[src/rtl/sd_srv_pkg.sv]
`default_nettype none
// +----------------------------------------------------------------------+
// | sd_srv_pkg : shared types and constants for the SD sector server      |
// | Rev 1.0                                                               |
// +----------------------------------------------------------------------+
package sd_srv_pkg;

  localparam int          c_sector_words   = 256;
  localparam logic [15:0] c_oor_read_value = 16'hFFFF;
  localparam int          c_ack_cnt_w      = 4;

  typedef enum logic [3:0] {
    ST_IDLE      = 4'd0,
    ST_ACK_WAIT  = 4'd1,
    ST_RD_FETCH  = 4'd2,
    ST_RD_WAIT   = 4'd3,
    ST_RD_PUSH   = 4'd4,
    ST_WR_ADDR   = 4'd5,
    ST_WR_SAMPLE = 4'd6,
    ST_WR_WAIT   = 4'd7,
    ST_DONE      = 4'd8
  } state_t;

endpackage
`default_nettype wire

[src/rtl/sd_sector_server.sv]
`default_nettype none
// +----------------------------------------------------------------------+
// | sd_sector_server : serves 256-word sectors between an SD-style        |
// | initiator buffer and an external word-addressed backing store.        |
// | Rev 1.0                                                               |
// +----------------------------------------------------------------------+
module sd_sector_server
  import sd_srv_pkg::*;
#(
  parameter int LBA_BITS  = 4,
  parameter int ACK_DELAY = 2
) (
  input  logic                  clk_sys,
  input  logic                  reset,
  input  logic [31:0]           sd_lba,
  input  logic                  sd_rd,
  input  logic                  sd_wr,
  output logic                  sd_ack,
  output logic [7:0]            sd_buff_addr,
  output logic [15:0]           sd_buff_dout,
  output logic                  sd_buff_wr,
  input  logic [15:0]           sd_buff_din,
  output logic [LBA_BITS+7:0]   mem_addr,
  output logic                  mem_rd,
  output logic                  mem_wr,
  output logic [15:0]           mem_din,
  input  logic [15:0]           mem_dout,
  input  logic                  mem_ready,
  output logic                  busy
);

  localparam logic [7:0]             c_last_word = 8'(c_sector_words - 1);
  localparam logic [c_ack_cnt_w-1:0] c_ack_delay = c_ack_cnt_w'(ACK_DELAY);
  localparam logic [c_ack_cnt_w-1:0] c_cnt_one   = c_ack_cnt_w'(1);

  state_t                 r_state, w_state_nxt;
  logic [c_ack_cnt_w-1:0] r_cnt, w_cnt_nxt;
  logic [31:0]            r_lba, w_lba_nxt;
  logic                   r_is_rd, w_is_rd_nxt;
  logic                   r_ack, w_ack_nxt;
  logic [7:0]             r_addr, w_addr_nxt;
  logic [15:0]            r_dout, w_dout_nxt;
  logic [15:0]            r_mem_din, w_mem_din_nxt;
  logic                   r_mem_wr, w_mem_wr_nxt;
  logic                   w_oor;

  // Any latched sector bit beyond the served range disables the backing store.
  assign w_oor = (r_lba >> LBA_BITS) != 32'd0;

  always_ff @(posedge clk_sys) begin
    if (reset) begin
      r_state   <= ST_IDLE;
      r_cnt     <= '0;
      r_lba     <= '0;
      r_is_rd   <= 1'b0;
      r_ack     <= 1'b0;
      r_addr    <= '0;
      r_dout    <= '0;
      r_mem_din <= '0;
      r_mem_wr  <= 1'b0;
    end else begin
      r_state   <= w_state_nxt;
      r_cnt     <= w_cnt_nxt;
      r_lba     <= w_lba_nxt;
      r_is_rd   <= w_is_rd_nxt;
      r_ack     <= w_ack_nxt;
      r_addr    <= w_addr_nxt;
      r_dout    <= w_dout_nxt;
      r_mem_din <= w_mem_din_nxt;
      r_mem_wr  <= w_mem_wr_nxt;
    end
  end

  always_comb begin
    w_state_nxt   = r_state;
    w_cnt_nxt     = r_cnt;
    w_lba_nxt     = r_lba;
    w_is_rd_nxt   = r_is_rd;
    w_ack_nxt     = r_ack;
    w_addr_nxt    = r_addr;
    w_dout_nxt    = r_dout;
    w_mem_din_nxt = r_mem_din;
    w_mem_wr_nxt  = 1'b0;
    case (r_state)
      ST_IDLE: begin
        if (sd_rd || sd_wr) begin
          w_lba_nxt   = sd_lba;
          w_is_rd_nxt = sd_rd;
          w_cnt_nxt   = c_ack_delay;
          w_state_nxt = ST_ACK_WAIT;
        end
      end
      ST_ACK_WAIT: begin
        w_cnt_nxt = r_cnt - c_cnt_one;
        if (r_cnt <= c_cnt_one) begin
          w_cnt_nxt   = '0;
          w_ack_nxt   = 1'b1;
          w_addr_nxt  = '0;
          w_state_nxt = r_is_rd ? ST_RD_FETCH : ST_WR_ADDR;
        end
      end
      ST_RD_FETCH: w_state_nxt = ST_RD_WAIT;
      ST_RD_WAIT: begin
        if (w_oor) begin
          w_dout_nxt  = c_oor_read_value;
          w_state_nxt = ST_RD_PUSH;
        end else if (mem_ready) begin
          w_dout_nxt  = mem_dout;
          w_state_nxt = ST_RD_PUSH;
        end
      end
      ST_RD_PUSH: begin
        if (r_addr == c_last_word) begin
          w_ack_nxt   = 1'b0;
          w_state_nxt = ST_DONE;
        end else begin
          w_addr_nxt  = r_addr + 8'd1;
          w_state_nxt = ST_RD_FETCH;
        end
      end
      ST_WR_ADDR: w_state_nxt = ST_WR_SAMPLE;
      // The write strobe is registered so it lines up with the captured data.
      ST_WR_SAMPLE: begin
        w_mem_din_nxt = sd_buff_din;
        w_mem_wr_nxt  = !w_oor;
        w_state_nxt   = ST_WR_WAIT;
      end
      ST_WR_WAIT: begin
        if (w_oor || mem_ready) begin
          if (r_addr == c_last_word) begin
            w_ack_nxt   = 1'b0;
            w_state_nxt = ST_DONE;
          end else begin
            w_addr_nxt  = r_addr + 8'd1;
            w_state_nxt = ST_WR_ADDR;
          end
        end
      end
      ST_DONE: w_state_nxt = ST_IDLE;
      default: w_state_nxt = ST_IDLE;
    endcase
  end

  assign sd_ack       = r_ack;
  assign sd_buff_addr = r_addr;
  assign sd_buff_dout = r_dout;
  assign sd_buff_wr   = (r_state == ST_RD_PUSH);
  assign mem_addr     = {r_lba[LBA_BITS-1:0], r_addr};
  assign mem_rd       = (r_state == ST_RD_FETCH) && !w_oor;
  assign mem_wr       = r_mem_wr;
  assign mem_din      = r_mem_din;
  assign busy         = (r_state != ST_IDLE);

endmodule
`default_nettype wire

[config.mk]
export PLATFORM = sky130hd
export DESIGN_NAME = sd_sector_server
export DESIGN_NICKNAME = d
export VERILOG_FILES = /design/src/rtl/sd_srv_pkg.sv /design/src/rtl/sd_sector_server.sv
export SDC_FILE = /design/constraint.sdc
export NUM_CORES = 1
export LEC_CHECK = 0
export ABC_AREA = 1
export BUFFER_PORTS_ARGS = -buffer_cell sky130_fd_sc_hd__buf_2
export CORE_ASPECT_RATIO = 1.2
export CORE_MARGIN = 5
export CORE_UTILIZATION = 44
export CTS_BUF_LIST = sky130_fd_sc_hd__clkbuf_2
export DETAILED_ROUTE_END_ITERATION = 8
export GPL_ROUTABILITY_DRIVEN = 0
export PLACE_DENSITY = 0.72
export SYNTH_ARGS = -nofsm -noshare
export SYNTH_HDL_FRONTEND = slang
export SYNTH_SLANG_ARGS = --single-unit
[constraint.sdc]
create_clock -name clk_sys -period 1.7 [get_ports clk_sys]
set_input_delay 0.34 -clock clk_sys [delete_from_list [all_inputs] [get_ports clk_sys]]
set_output_delay 0.34 -clock clk_sys [all_outputs]
set_load 0.03 [all_outputs]
==> flow_metrics.tcl, run 1 <==
set metrics [dict create \
    status "finished, violations left" \
    violations "negative setup slack" \
    path_clk_slew_ns 0.20 \
    r2r-start "r_lba[16]" \
    synth_top_area_share 0.458 \
    antenna_found_initial 0 \
    fill_cells 712 \
    setup.worst_path.start_class "flip-flop" \
    worst_setup_path_startpoint "r_lba[16]" \
    synth_top_family_by_area "simple AND/OR/NAND/NOR gates" \
    yosysTopAreaCell "dfxtp_1" \
    clk-insertion-delay-late_ns 0.51 \
    final_common_cell "buf_2" \
    synth_area_leaders "dfxtp_1 46%, nor2_1 13%, o21ai_0 7.4%" \
    fp.dieW_um 92.9 \
    clock_skew_ns 0.0102 \
    synth_area_um2 3630 \
    ios 126 \
    cp.arrival_ns 1.72 \
    dr.pass1.iters 5 \
    min_period_ns 2.06 \
    p_per_area_nw_per_um2 1300 \
    synth_xor_area_frac 0.00241 \
    fp-row-count 36 \
    layout_common_cells "122 x buf_2, 118 x nor2_1, 68 x dfxtp_1" \
    wl_um 10300 \
    cts_root_buffer "clkbuf_2" \
    r2r_end "r_state[2]" \
    grt_use_total 0.187 \
    yosys.area_share.simple 0.276 \
    cts_buffers 9 \
    worstMarginPinSlew_ns 0.377 \
    ir_drop_uv 881 \
    finalHoldViolations 0 \
    cts_max_level 3 \
    slew_headroom 0.748 \
    wl_per_cell_um 13.4 \
    syn_to_final_growth_pct 44.0 \
    grt_pass1_wl_um 15500 \
    ys_seq_area_frac 0.458 \
    place_area_um2 4320 \
    nNetsFinal 743 \
    route.detailed.drc 0 \
    drt_iter0_drc 211 \
    grt_pass1_vias 3588 \
    r2r_cells 14 \
    viasPerCell 5.00 \
    synthCells 497 \
    tritoncts "built" \
    core-area_um2 8110 \
    dp_hpwl_um 6260 \
    clock-sinks 83 \
    cp-endpoint "mem_rd" \
    die_h_um 109 \
    worstPathRequired_ns 1.36 \
    portBuffers 125 \
    synth-compound-area-share 0.165 \
    layout_worst_path_cycle_share 1.21 \
    synth_fp_nets 569 \
    finalSetupViolations 10 \
    path_class "flip-flop to output port" \
    ys_types 29 \
    critPathMaxFanout 2 \
    rsz0062_at_grt "true" \
    fmax_mhz 484 \
    p_leak_uw 0.00246 \
    start_util 0.448 \
    dr_total_vias 3854 \
    cts_buffer_depth 2 \
    rrSetupSlack_ns -0.07 \
    synth_area_per_cell_um2 7.30 \
    ys_ff_latch 83 \
    synth.area.mux_share 0 \
    slew_viol_final 0 \
    fin_ws_ns -0.364 \
    grt_max_degree 58 \
    synthAdderAreaFrac 0.0103 \
    final_core_util 0.645 \
    ys_warn_count 0 \
    overflow 0 \
    final_area_um2 5230 \
    drive_above_1_share 0.371 \
    critPathCaptureType "output port" \
    drtAntennaViolNets 0 \
    die-area_um2 10200 \
    pre_cts_slack_ns -0.0321 \
    hp-class "input pin to flip-flop" \
    maxCapViolations 0 \
    antenna_cells 0 \
]
-- synth_stat cells --
library cell / number
nor2_2: 2
inv_2: 10
o211ai_1: 16
clkbuf_1: 13
xor2_1: 1
nor3_4: 2
nand2_1: 66
nor2_1: 128
nor3b_1: 2
o22ai_1: 1
buf_4: 12
inv_1: 25
nor2_4: 3
a21oi_2: 1
buf_2: 7
nand3_4: 1
nand4_1: 4
nor3_1: 6
o21ai_0: 54
a211oi_1: 1
nand3_2: 2
dfxtp_1: 83
clkbuf_2: 1
a21oi_1: 37
nand3b_1: 1
nand2_2: 8
ha_1: 3
nand3_1: 6
buf_6: 1
-- cells by family (layout without fill, tap and decap cells) --
logic type,after synthesis,after routing
AO/OA/AOI/OAI,110,110
XOR/XNOR,1,1
adder cells (fa/ha/maj),3,3
buffers and inverters,69,245
flip-flops,83,83
AND/OR/NAND/NOR,231,234
-- cell type report --
type | count | area [µm²] | area share
Clock inverter | 4 | 17.5 | 0.00335
Multi-Input combinational cell | 348 | 1890 | 0.362
Clock buffer | 12 | 60.1 | 0.0115
Timing Repair Buffer | 194 | 1310 | 0.250
Inverter | 35 | 141 | 0.0270
Sequential cell | 83 | 1690 | 0.323
Tap cell | 95 | 119 | 0.0227
-- worst min-delay path by stage --
stage                               from         end  slack (ns)  depth (start not counted)
after floorplan                r_lba[27]   r_lba[27]        0.43                          2
after global placement         r_lba[28]   r_lba[28]        0.44                          2
after detailed placement          sd_ack      sd_ack        0.44                          2
after CTS                 sd_buff_din[0]  mem_din[0]       0.002                          3
after global routing      sd_buff_din[4]  mem_din[4]       0.009                          3
final                     sd_buff_din[0]  mem_din[0]        0.04                          3
-- report_power, final --
part / internal, µW / switching (µW) / leakage [µW] / total (µW)
Combinational: 1160 / 2050 / 0.00171 / 3220
Clock: 198 / 633 / 0.0000608 / 831
Sequential: 2480 / 290 / 0.000686 / 2770
Total: 3840 / 2980 / 0.00246 / 6820
-- timing repair --
| action | 4_1_cts | 5_1_grt |
|---|---|---|
| hold buffers | 32 | 2 |
| hold endpoints to repair | 32 | 2 |
| setup endpoints to repair | 21 | 50 |
| gates resized for setup | 18 | 66 |
| pin swaps | 3 | 27 |
| setup buffers | 3 | 16 |
| gates cloned | 0 | 4 |
-- layer usage --
layer  vias up  global-route usage  wire, µm
met4         0              0.0775       168
met2       139               0.319      5120
met5         -                   0         0
met3        19              0.0507       688
met1      1737               0.221      4330
li1       1959                   -         -
-- sequential cells by signal (all words and copies together) (netlist names) --
register / count
sd_buff_addr: 8
r_cnt: 4
mem_wr: 1
sd_buff_dout: 16
sd_ack: 1
r_is_rd: 1
r_lba: 32
r_state: 4
mem_din: 16
-- through the flow --
step / TNS (ns) / hold WS [ns] / std cells / total power [µW]
after floorplan: -0.0767 / 0.429 / 497 / 4790
after global placement: 0 / 0.438 / 698 / 5370
after detailed placement: -0.217 / 0.439 / 698 / 5430
after CTS: -2.24 / 0.00192 / 749 / 6440
after global routing: -3.48 / 0.00902 / 771 / 7340
final: -0.567 / 0.0414 / 771 / 6820
-- worst max-delay path, cell delays in order, from the launching register on --
cell     delay, ns
dfxtp_1       0.35
nor2_1        0.10
nand2_1       0.08
nor2_2        0.13
nand2_2       0.08
nor2_4        0.11
inv_2         0.05
nor3_2        0.12
buf_4         0.19
Power figures use the tool's default switching activity.
==> run 2, diff against run 1 <==
--- a/config.mk
+++ b/config.mk
@@ -14,6 +14,7 @@
 export DETAILED_ROUTE_END_ITERATION = 8
 export GPL_ROUTABILITY_DRIVEN = 0
 export PLACE_DENSITY = 0.72
+export RECOVER_POWER = 50
 export SYNTH_ARGS = -nofsm -noshare
 export SYNTH_HDL_FRONTEND = slang
 export SYNTH_SLANG_ARGS = --single-unit
==> run 2 against run 1 <==
Effect of this change: sequential power about the same; the run still ends with negative setup slack left; sequential share of layout area increased by 0.19 points; critical path depth unchanged; combinational power decreased by 2%; largest power group unchanged; clock-buffer cell count did not move; hold slack improved by 0.016 ns.
==> flow_metrics.tcl, run 2 (same netlist as run 1, synthesis figures left out) <==
set metrics [dict create \
    syn_to_final_growth_pct 42.8 \
    grt_pass1_wl_um 15500 \
    die-area_um2 10200 \
    worstHoldEndpoint "mem_din[0]" \
    pre_cts_slack_ns -0.0321 \
    place_area_um2 4320 \
    ios 126 \
    fmax_mhz 487 \
    drtAntennaViolNets 0 \
    p_int_uw 3790 \
    final_common_cell "nor2_1" \
    maxCapViolations 0 \
    violations "negative setup slack" \
    r2r-start "r_lba[16]" \
    worstPathRequired_ns 1.36 \
    fin_ws_ns -0.353 \
    min_path_cells 3 \
    ir_drop_uv 874 \
    die_h_um 109 \
    r2r_end "r_state[2]" \
    critPathCaptureType "output port" \
    netSwitchingFraction 0.438 \
    route.detailed.drc 0 \
    worstMarginPinSlew_ns 0.424 \
    dp_hpwl_um 6260 \
    path_buf_inv 2 \
    slew_viol_final 0 \
    r2r_cells 14 \
    final_core_util 0.640 \
    slowest_delay_ns 0.35 \
    hold_start "sd_buff_din[0]" \
    status "finished, violations left" \
    power_uw 6740 \
    rsz0062_at_grt "true" \
    power.switching_uw 2950 \
    drt_iter0_drc 221 \
    path_clk_slew_ns 0.20 \
    overflow 0 \
    regMostFlops "r_lba" \
    drive_above_1_share 0.342 \
    rrSetupSlack_ns -0.07 \
    hp-class "input pin to flip-flop" \
    pwr-share-comb 0.470 \
    hold_slack_ns 0.0570 \
    cpMaxStageDelayCell "dfxtp_1" \
    core-area_um2 8110 \
    grt_use_total 0.187 \
    antenna_cells 0 \
    finalHoldViolations 0 \
    cts_root_buffer "clkbuf_2" \
    largest_register_ffs 32 \
    min_period_ns 2.05 \
    cts_max_level 3 \
    clock_skew_ns 0.00973 \
    setup.worst_path.start_class "flip-flop" \
    critPathMaxFanout 2 \
    p_leak_uw 0.00238 \
    wl_per_cell_um 13.4 \
    layout_worst_path_cycle_share 1.21 \
    dr.pass1.iters 4 \
    finalSetupViolations 19 \
    cts_buffers 9 \
    p_clk_frac 0.122 \
    cp.arrival_ns 1.71 \
    fp-row-count 36 \
    viasPerCell 5.00 \
    antenna_found_initial 0 \
    seq_power_share 0.408 \
    grt_pass1_vias 3588 \
    start_util 0.448 \
    p_per_area_nw_per_um2 1300 \
    grt_max_degree 58 \
    path_delay_family "simple AND/OR/NAND/NOR gates" \
    clk-insertion-delay-late_ns 0.50 \
    slew_headroom 0.718 \
    crit_chain "nor2_1, nand2_1, nor2_2, nand2_2, nor2_4, inv_2, nor3_2, buf_4" \
    clock-sinks 83 \
    portBuffers 125 \
    path_class "flip-flop to output port" \
    cts_buffer_depth 2 \
    tritoncts "built" \
    dr_total_vias 3858 \
    final_area_um2 5180 \
    nNetsFinal 743 \
    layout_common_cells "119 x nor2_1, 106 x buf_2, 69 x dfxtp_1" \
    wl_um 10300 \
    fp.dieW_um 92.9 \
]
## run 2: worst max path at each step
stage                     startpoint          end  cells past startpoint
after floorplan            r_lba[19]       mem_rd                      8
after global placement    r_state[1]   mem_din[4]                      8
after detailed placement  r_state[1]  mem_din[15]                      8
after CTS                  r_lba[16]       mem_rd                      8
after global routing       r_lba[24]       mem_rd                      8
final                      r_lba[16]       mem_rd                      8
## run 2: timing repair
item,CTS,global route
hold buffers,32,2
pin swaps,3,27
gates cloned,0,4
resized for setup,18,66
hold endpoints to repair,32,2
setup buffers,3,16
setup endpoints to repair,21,50
## run 2: layout make-up
type	instances	area (µm²)
Sequential cell	83	1680
Timing Repair Buffer	194	1280
Tap cell	95	119
Clock inverter	4	17.5
Inverter	35	141
Fill cell	728	2920
Multi-Input combinational cell	348	1880
Clock buffer	12	60.1
## run 2: power groups by stage
stage / registers (µW) / logic (µW) / clock network [µW]
6_report: 2750 / 3170 / 825
5_1_grt: 2810 / 3530 / 930
4_1_cts: 2730 / 2850 / 865
3_5_place_dp: 2750 / 2680 / 0
3_3_place_gp: 2730 / 2640 / 0
2_1_floorplan: 3000 / 1800 / 0
## run 2: worst register-to-register path: stages, from the launching register on
cell and delay, ns:
dfxtp_1 0.35, nor2_1 0.10, nand2_1 0.08, nor2_2 0.13
nand2_2 0.08, nor2_4 0.11, buf_4 0.13, buf_8 0.10
nand3_4 0.13, nand2_4 0.14, buf_4 0.12, nor2_4 0.05
nand2_1 0.05, nand2_1 0.04, nor2_1 0.10
## run 2: through the flow
stage / std cells / setup TNS [ns]
6_report: 771 / -0.940
5_1_grt: 771 / -9.93
4_1_cts: 749 / -2.24
3_5_place_dp: 698 / -0.217
3_3_place_gp: 698 / 0
2_1_floorplan: 497 / -0.0767
## run 2: routing by layer
layer / up-vias / track usage / share of wire
met5: - / 0 / 0
met1: 1754 / 0.221 / 0.42
li1: 1965 / - / -
met2: 125 / 0.319 / 0.50
met4: 0 / 0.0775 / 0.013
met3: 14 / 0.0507 / 0.060
